<file path="src/rtl/data_memory_controller.sv">
// Load/store controller between the core LSU and a synchronous byte-enabled RAM.
// Word-crossing accesses run as two RAM beats; RAM read latency is a parameter.
//
// state   | meaning
// IDLE    | req_ready high, waiting for a request
// LO      | first (or only) RAM beat strobed
// WAIT_LO | waiting for low-word read data, sampled on the last wait cycle
// HI      | second RAM beat of a word-crossing access
// WAIT_HI | waiting for high-word read data
// RESP    | one-cycle response pulse
module data_memory_controller #(
  parameter logic [31:0] DATA_BEGIN       = 32'h1001_0000,
  parameter logic [31:0] DATA_END         = 32'h1001_FFFF,
  parameter int          MEM_WORD_ADDR_W  = 15,
  parameter int          READ_LATENCY     = 1,
  parameter bit          ALLOW_MISALIGNED = 1'b1
) (
  input  logic                       clock,
  input  logic                       reset_n,
  input  logic                       req_valid,
  output logic                       req_ready,
  input  logic                       req_write,
  input  logic [2:0]                 req_format,
  input  logic [31:0]                req_address,
  input  logic [31:0]                req_wdata,
  output logic                       resp_valid,
  output logic [31:0]                resp_rdata,
  output logic                       resp_error,
  output logic                       mem_en,
  output logic                       mem_wren,
  output logic [MEM_WORD_ADDR_W-1:0] mem_address,
  output logic [3:0]                 mem_byteena,
  output logic [31:0]                mem_wdata,
  input  logic [31:0]                mem_rdata
);

  typedef enum logic [2:0] {
    IDLE    = 3'd0,
    LO      = 3'd1,
    WAIT_LO = 3'd2,
    HI      = 3'd3,
    WAIT_HI = 3'd4,
    RESP    = 3'd5
  } state_t;

  localparam logic [1:0] WAIT_INIT = 2'(READ_LATENCY - 1);

  state_t                     state;
  logic [MEM_WORD_ADDR_W-1:0] lo_addr;
  logic [7:0]                 be_q;
  logic [63:0]                wd_q;
  logic [1:0]                 off_q;
  logic [2:0]                 fmt_q;
  logic                       write_q;
  logic                       cross_q;
  logic [31:0]                lo_data;
  logic [1:0]                 wait_cnt;

  logic [2:0]  acc_size;
  logic [3:0]  acc_mask;
  logic [1:0]  acc_off;
  logic        acc_cross;
  logic [32:0] acc_last;
  logic        acc_fmt_err;
  logic        acc_range_err;
  logic        acc_err;
  logic [7:0]  acc_be;
  logic [63:0] acc_wd;

  always_comb begin
    acc_size = 3'd4;
    acc_mask = 4'b1111;
    case (req_format[1:0])
      2'b00: begin acc_size = 3'd1; acc_mask = 4'b0001; end
      2'b01: begin acc_size = 3'd2; acc_mask = 4'b0011; end
      default: begin acc_size = 3'd4; acc_mask = 4'b1111; end
    endcase
    acc_off       = req_address[1:0];
    acc_cross     = (({1'b0, acc_off}) + acc_size) > 3'd4;
    // 33-bit sum so an access straddling 2^32 cannot wrap back into range
    acc_last      = {1'b0, req_address} + {30'b0, acc_size} - 33'd1;
    acc_fmt_err   = (req_format[1:0] == 2'b11) || (req_format[2:1] == 2'b11) ||
                    (req_write && req_format[2]);
    acc_range_err = (req_address < DATA_BEGIN) || (acc_last > {1'b0, DATA_END});
    acc_err       = acc_fmt_err || acc_range_err || (acc_cross && !ALLOW_MISALIGNED);
    acc_be        = {4'b0, acc_mask} << acc_off;
    acc_wd        = {32'b0, req_wdata} << {acc_off, 3'b000};
  end

  function automatic logic [31:0] extend(input logic [63:0] both, input logic [1:0] off,
                                         input logic [2:0] fmt);
    logic [63:0] sh;
    sh = both >> {off, 3'b000};
    case (fmt)
      3'b000:  extend = {{24{sh[7]}}, sh[7:0]};
      3'b001:  extend = {{16{sh[15]}}, sh[15:0]};
      3'b100:  extend = {24'b0, sh[7:0]};
      3'b101:  extend = {16'b0, sh[15:0]};
      default: extend = sh[31:0];
    endcase
  endfunction

  always_ff @(posedge clock or negedge reset_n) begin
    if (!reset_n) begin
      state       <= IDLE;
      req_ready   <= 1'b1;
      resp_valid  <= 1'b0;
      resp_rdata  <= '0;
      resp_error  <= 1'b0;
      mem_en      <= 1'b0;
      mem_wren    <= 1'b0;
      mem_address <= '0;
      mem_byteena <= '0;
      mem_wdata   <= '0;
      lo_addr     <= '0;
      be_q        <= '0;
      wd_q        <= '0;
      off_q       <= '0;
      fmt_q       <= '0;
      write_q     <= 1'b0;
      cross_q     <= 1'b0;
      lo_data     <= '0;
      wait_cnt    <= '0;
    end else begin
      mem_en      <= 1'b0;
      mem_wren    <= 1'b0;
      mem_address <= '0;
      mem_byteena <= '0;
      mem_wdata   <= '0;
      resp_valid  <= 1'b0;
      resp_rdata  <= '0;
      resp_error  <= 1'b0;
      case (state)
        IDLE: begin
          if (req_valid && req_ready) begin
            req_ready <= 1'b0;
            lo_addr   <= req_address[MEM_WORD_ADDR_W+1:2];
            be_q      <= acc_be;
            wd_q      <= acc_wd;
            off_q     <= acc_off;
            fmt_q     <= req_format;
            write_q   <= req_write;
            cross_q   <= acc_cross;
            if (acc_err) begin
              state      <= RESP;
              resp_valid <= 1'b1;
              resp_error <= 1'b1;
            end else begin
              state       <= LO;
              mem_en      <= 1'b1;
              mem_wren    <= req_write;
              mem_address <= req_address[MEM_WORD_ADDR_W+1:2];
              mem_byteena <= acc_be[3:0];
              mem_wdata   <= acc_wd[31:0];
            end
          end
        end
        LO: begin
          if (!write_q) begin
            state    <= WAIT_LO;
            wait_cnt <= WAIT_INIT;
          end else if (cross_q) begin
            state       <= HI;
            mem_en      <= 1'b1;
            mem_wren    <= 1'b1;
            mem_address <= lo_addr + MEM_WORD_ADDR_W'(1);
            mem_byteena <= be_q[7:4];
            mem_wdata   <= wd_q[63:32];
          end else begin
            state      <= RESP;
            resp_valid <= 1'b1;
          end
        end
        WAIT_LO: begin
          if (wait_cnt == 2'd0) begin
            lo_data <= mem_rdata;
            if (cross_q) begin
              state       <= HI;
              mem_en      <= 1'b1;
              mem_address <= lo_addr + MEM_WORD_ADDR_W'(1);
              mem_byteena <= be_q[7:4];
            end else begin
              state      <= RESP;
              resp_valid <= 1'b1;
              resp_rdata <= extend({32'b0, mem_rdata}, off_q, fmt_q);
            end
          end else begin
            wait_cnt <= wait_cnt - 2'd1;
          end
        end
        HI: begin
          if (write_q) begin
            state      <= RESP;
            resp_valid <= 1'b1;
          end else begin
            state    <= WAIT_HI;
            wait_cnt <= WAIT_INIT;
          end
        end
        WAIT_HI: begin
          if (wait_cnt == 2'd0) begin
            state      <= RESP;
            resp_valid <= 1'b1;
            resp_rdata <= extend({mem_rdata, lo_data}, off_q, fmt_q);
          end else begin
            wait_cnt <= wait_cnt - 2'd1;
          end
        end
        RESP: begin
          state     <= IDLE;
          req_ready <= 1'b1;
        end
        default: begin
          state     <= IDLE;
          req_ready <= 1'b1;
        end
      endcase
    end
  end

endmodule

</file>
<file path="config.mk">
export PLATFORM = sky130hd
export DESIGN_NAME = data_memory_controller
export DESIGN_NICKNAME = d
export VERILOG_FILES = /design/src/rtl/data_memory_controller.sv
export SDC_FILE = /design/constraint.sdc
export NUM_CORES = 1
export LEC_CHECK = 0
export CAP_MARGIN = 20
export CORE_UTILIZATION = 35
export CTS_CLUSTER_DIAMETER = 80
export CTS_CLUSTER_SIZE = 8
export DETAILED_ROUTE_END_ITERATION = 6
export GPL_TIMING_DRIVEN = 0
export PLACE_DENSITY_LB_ADDON = 0.12
export SKIP_CTS_REPAIR_TIMING = 1
export SLEW_MARGIN = 40
export SYNTH_ARGS = -nofsm -noshare
export SYNTH_HDL_FRONTEND = slang
export SYNTH_SLANG_ARGS = --single-unit
</file>
<file path="constraint.sdc">
create_clock -name clock -period 5.7 [get_ports clock]
set_clock_uncertainty 0.2 [all_clocks]
set_input_delay 1.14 -clock clock [delete_from_list [all_inputs] [get_ports clock]]
set_output_delay 1.14 -clock clock [all_outputs]
set_load 0.005 [all_outputs]
</file>
==> impl_metrics.yaml, run 1 <==
critical_path:
  critPathArrivalTime_ns: 5.54
  start_kind: "input port"
  critPathCaptureType: "flip-flop"
  critPathTopFamily: "compound AO/OA/AOI/OAI gates"
  worstPathMaxFanout: 10
  worstPathCellList: "clkdlybuf4s50_1 > or2_2 > ha_1 > inv_1 > ha_1 > inv_1 > fa_1 > nand2b_1 > a21oi_1 > o21ai_0 > o211ai_1 > nor3_1 > or4_1 > a2111oi_0 > a41o_1 > nand3_2 > clkbuf_2 > o21ai_0"
  slowest_delay_ns: 0.53
  path_buf_inv: 4
  crit_path_top_delay_cell: "clkdlybuf4s50_1"
  crit_type: "in2reg"
  required_ns: 5.83
timing:
  tightest_slew_ns: 0.890
  min_period_ns: 5.42
  slew_violations: 0
  setup_viol: 0
  period_share_pct: 95.0
  rsz0062_at_grt: "false"
  layout_setup_ws_ns: 0.283
  fmax_mhz: 185
  relSlewSlack_pct: 40.7
  finalHoldViolCount: 0
clock_tree:
  cts-root-buf: "clkbuf_16"
  cts-buffers-inserted: 17
  cts_max_level: 4
  cts_tree: "built"
  clk_latency_ns: 0.44
  path_clk_slew_ns: 0.08
  clkSinkCount: 174
  cts_buffer_depth: 2
global_routing:
  gr-usage-all-layers_pct: 22.1
  grt_pass1_wl_um: 52800
  antenna_found_initial: 0
  grt_max_degree: 52
  overflow: 0
  grt_pass1_vias: 9201
floorplanning:
  pin_count: 191
  die_y_um: 176
  die_w_um: 176
  initial_core_util_pct: 35.8
  coreArea_um2: 29800
  die_area_um2: 31100
  num_rows: 63
pwr:
  power_density_nw_per_um2: 395
  power.leakage_nw: 5.90
  ir_drop_mv: 0.216
finish:
  antenna_cells: 0
  syn_to_final_growth_pct: 29.1
  final_util_pct: 46.1
  nets: 1488
  fillers: 2894
  final_layout_size_suffix_gt1_share_pct: 10.6
outcome:
  status: "finished, final reports clean"
placement:
  portBuffers: 188
  globalplace.congestion: 0.881
  dp_hpwl_um: 25400
  dp_slack_ns: -0.385
drt:
  vias: 9481
  drt_iter0_markers: 801
  wire_per_inst_um: 19.5
  wl_um: 34000
  post-route-drc-count: 0
  ant_nets: 0
  dr.pass1.iters: 5
  avgViaCountPerCell: 5.45
logic_synthesis:
  async_flop_share_pct: 100
  syn_inst: 1127
  synth_cell_types: 65
  synthesis.nets: 1278
  yosys_warnings: 0
  synth_edf_count: 0
  ys_ff_latch: 174
  syn_area_um2: 10700
  ys_seq_area_share_pct: 40.9
  ys.flop_type: "dfrtp_1"
  syn_area_per_cell_um2: 9.45
run:
  cap_violations: 0
hold_path:
  hold_path.class: "reg2reg"
## synthesized netlist by cell type, types with 4 or more instances
cell        n  area share, %
o21ai_0   105            4.9
nor2b_1     9           0.53
mux2_2     50            5.3
ha_1       46            5.4
o211ai_1    8           0.56
xnor2_1    13            1.1
nor3b_1     4           0.28
o21a_1      7           0.49
xor2_1      9           0.74
and3_1      6           0.35
nor3_1     11           0.52
mux2i_1    56            5.3
nor2_1     78            2.7
a221o_1     9           0.85
nand3_1    12           0.56
nand2_1   149            5.2
a211o_1     8           0.66
or2_2       6           0.35
a31oi_1     7           0.41
clkbuf_1   42            1.5
buf_2       5           0.23
o31ai_2     8           0.94
o21ai_1     8           0.38
a21oi_1    78            3.7
nand2b_1   10           0.59
buf_1      12           0.42
a211oi_2    5           0.59
dfrtp_1   173             41
o31ai_1     8           0.56
a21o_1     11           0.78
nand4_1     6           0.35
inv_1      57            2.0
a211oi_1   18            1.3
o22ai_1    31            1.8
mux4_2     20            4.2
## tightest hold or removal path, cell delays in order, from the launching register on
cell     delay (ns)
dfrtp_1        0.34
nand2_1        0.05
o21ai_0        0.06
## final cells by class
cell class | count | area (um2) | share of cell area [%]
buffer | 61 | 258 | 1.87
clock buffer | 17 | 425 | 3.09
clock inverter | 14 | 203 | 1.47
inverter | 57 | 214 | 1.56
multi-input combinational | 834 | 5840 | 42.5
sequential | 174 | 4360 | 31.7
tap | 390 | 488 | 3.55
timing repair buffer | 192 | 1970 | 14.3
## per-layer routing
metal	part of all wire [%]	track usage, %	up-vias	wire (um)
li1	-	-	4489	-
met1	45	30.0	4611	15300
met2	47	36.3	346	16100
met3	5.9	3.77	35	1990
met4	1.6	5.93	0	547
met5	0	0	-	0
## logic make-up after synthesis
group	Yosys count	share of synthesized area (%)
flip-flops	174	40.9
XOR/XNOR	22	1.81
AO/OA/AOI/OAI	330	19.5
buffers and inverters	119	4.43
multiplexers	126	14.8
AND/OR/NAND/NOR	308	12.8
adder cells (fa/ha/maj)	48	5.78
## power breakdown
part	total (mW)	internal [mW]	switching, mW
logic	2.24	1.09	1.15
registers	1.90	1.64	0.263
clock network	1.29	0.743	0.549
## state kept, by name, indices dropped and copies added, names as in the netlist, 2 cells and up
signal and flops:
be_q 3, fmt_q 3, lo_addr 15, lo_data 32, mem_address 15, mem_byteena 4, mem_wdata 32, off_q 2
resp_rdata 32, state 3, wait_cnt 2, wd_q 24
## placed cells by master (no fill, tap or decap), types with 4 or more instances in the layout
master / instances
o21ai_0: 105
a21o_1: 11
a31oi_1: 7
o22ai_1: 31
a211o_1: 8
buf_1: 10
a211oi_1: 18
nand2b_1: 10
mux4_2: 20
nor3b_1: 4
nor2b_1: 9
nor2_1: 78
xnor2_1: 13
nand2_1: 149
o31ai_1: 8
or2_2: 6
nor3_1: 9
bufinv_16: 4
clkbuf_1: 40
and3_1: 6
mux2_2: 50
buf_2: 6
clkdlybuf4s50_1: 187
o21ai_1: 8
clkbuf_16: 17
nand3_1: 12
a221o_1: 9
ha_1: 46
o21a_1: 7
o31ai_2: 8
mux2i_1: 56
nand4_1: 6
inv_1: 57
dfrtp_1: 173
a21oi_1: 78
xor2_1: 9
inv_6: 5
a211oi_2: 5
o211ai_1: 8
## path summary, 6_finish.rpt
path,start,end,slack (ns),depth (start not counted)
worst max-delay path,req_format[0],mem_wdata[7],0.28,18
worst min-delay path,be_q[6],be_q[6],0.28,2
worst max register to register,off_q[1],resp_rdata[6],1.94,7
worst min register to register,be_q[6],be_q[6],0.28,2
max in group asynchronous,reset_n,mem_byteena[2],4.29,2
min in group asynchronous,reset_n,resp_rdata[4],0.39,1
## per-stage QoR
stage | setup TNS, ns | instance area (um2) | power, mW | instances | hold WS, ns
floorplan | 0 | 10700 | 3.30 | 1127 | 0.248
global placement | -746.60 | 13000 | 4.11 | 1705 | 0.264
detailed placement | -11.87 | 13100 | 4.15 | 1708 | 0.271
CTS | 0 | 13700 | 5.45 | 1739 | 0.285
global route | 0 | 13700 | 5.77 | 1739 | 0.305
finish | 0 | 13700 | 5.43 | 1739 | 0.284
(Power assumes the default switching activity.)
==> run 2, diff against run 1 <==
- CTS_BUF_LIST: unset -> sky130_fd_sc_hd__clkbuf_16
==> results of run 2 <==
The final DEF is identical to that of run 1; final timing and power are the same.
==> run 3, diff against run 2 <==
- SKIP_CTS_REPAIR_TIMING: 1 -> unset
==> results of run 3 <==
The final DEF is identical to that of run 1; final timing and power are the same.
==> patch: new RTL, settings of run 3 <==
Change the parameter `MEM_WORD_ADDR_W` from 15 to 16.
--- a/src/rtl/data_memory_controller.sv
+++ b/src/rtl/data_memory_controller.sv
@@ -12,5 +12,5 @@
   parameter logic [31:0] DATA_BEGIN       = 32'h1001_0000,
   parameter logic [31:0] DATA_END         = 32'h1001_FFFF,
-  parameter int          MEM_WORD_ADDR_W  = 15,
+  parameter int          MEM_WORD_ADDR_W  = 16,
   parameter int          READ_LATENCY     = 1,
   parameter bit          ALLOW_MISALIGNED = 1'b1
Interface: changed (resized mem_address); port bits go from 191 to 192. The function was not compared with the original's and may differ.
==> patch against run 3 <==
Setup slack better by 0.12 ns. Highest routed layer is now met5. Wire length is 1.2% higher. Largest cell class unchanged. Sequential cell count is 2 higher. Final area is 0.39% higher. Synthesized area is 0.15% higher. Sequential share of layout area is 0.24 points higher. Die area is 0.15% higher.
Power is not compared: it rests on default switching activity, and its combinational part moved more than twofold at a synthesized area within 25%.
==> patch: results (changes against run 3) <==
- Layout cell share with drive strength beyond 1: 10.2% (was 10.6%)
- Netlist Area Pre-Place: 10700 um2 (about the same)
- First-pass GRT wire length: 53.6 mm (was 52.8 mm)
- R2R Path End: resp_rdata[31] (was resp_rdata[6])
- Wirelength per Cell: 19.2 um (was 19.5 um)
- Hold slack: 0.279 ns (was 0.284 ns)
- Non-clock buffer count: 261 (was 253)
- TritonRoute pass-1 iters: 6 (was 5)
- Sink Count: 176 (was 174)
- Reg2Reg Setup Slack: 2.15 ns (was 1.94 ns)
- Multi-input gate area: 5790 um2 (was 5840 um2)
- Non-clock inverter count: 60 (was 57)
- Hold Path Sink: mem_wdata[18] (was be_q[6])
- Outcome: complete, no violations (unchanged)
- Fillers: 2925 (was 2894)
- DR vias/cell: 5.38 (was 5.45)
- Crit path capture: mem_wdata[23] (was mem_wdata[7])
- Multi-input gates: 875 (was 834)
- Synth cell count leaders: 175 x dfrtp_1, 170 x nand2_1, 124 x o21ai_0, 90 x a21oi_1, 86 x nor2_1 (was 173 x dfrtp_1, 149 x nand2_1, 105 x o21ai_0, 78 x a21oi_1, 78 x nor2_1)
- Largest net degree at the start of global routing: 73 (was 52)
- Distinct cells, synth: 64 (was 65)
- Layout non-clock buf frac: 16.5% (was 16.2%)
- Synth top area cells: dfrtp_1 41%, mux2_2 6.4%, nand2_1 6.0% (was dfrtp_1 41%, ha_1 5.4%, mux2_2 5.3%)
- Initial antenna violation count: 2 (was 0)
- Min Tclk post-route: 5.30 ns (was 5.42 ns)
-- patch: cell types whose count changed after synthesis, sizes merged, moves of 11 or more --
cell / run 3 / this run
o21ai: 113 / 128
a21oi: 78 / 90
mux4: 20 / 5
mux2: 50 / 61
nand2: 149 / 170
-- patch: timing repair --
action | 4_1_cts | 5_1_grt
gates resized for setup | 1 | 7
buffers inserted | 0 | 3
endpoints found under the setup margin | 2 | 50
hold buffers | 0 | 0
-- patch: report_power, final --
part / total [mW] / switching [mW] / internal [mW]
registers: 1.25 / 0 / 1.25
clock network: 1.23 / 0.590 / 0.636
logic: 0.408 / 0.233 / 0.175
-- patch: kinds of logic after synthesis --
group	Yosys count	share of synthesized area [%]
adders and majority gates	48	5.77
DFF	176	41.3
AOI/OAI and AO/OA	347	19.6
muxes	128	13.3
buffers and inverters	127	4.83
and+or+nand+nor	328	13.2
xor gates and xnor gates	24	1.97
-- patch: layer usage --
| layer | vias to the layer above | wire, um | GRT usage (%) |
|---|---|---|---|
| met1 | 4678 | 15700 | 30.7 |
| met4 | 2 | 643 | 6.82 |
| met5 | - | 12 | 0 |
| met3 | 43 | 1890 | 4.11 |
| met2 | 336 | 16200 | 35.8 |
| li1 | 4599 | - | - |
-- patch: critical path, cell delays in order --
cell	delay [ns]
clkdlybuf4s50_1	0.57
clkinvlp_4	0.16
ha_1	0.21
inv_1	0.06
ha_1	0.16
inv_1	0.05
fa_1	0.35
nand2b_1	0.14
a21oi_1	0.19
o21a_1	0.22
o41ai_1	0.09
or4_1	0.54
nor4_2	0.30
a31oi_1	0.14
or4_1	0.47
buf_4	0.20
buf_6	0.16
o21ai_0	0.26
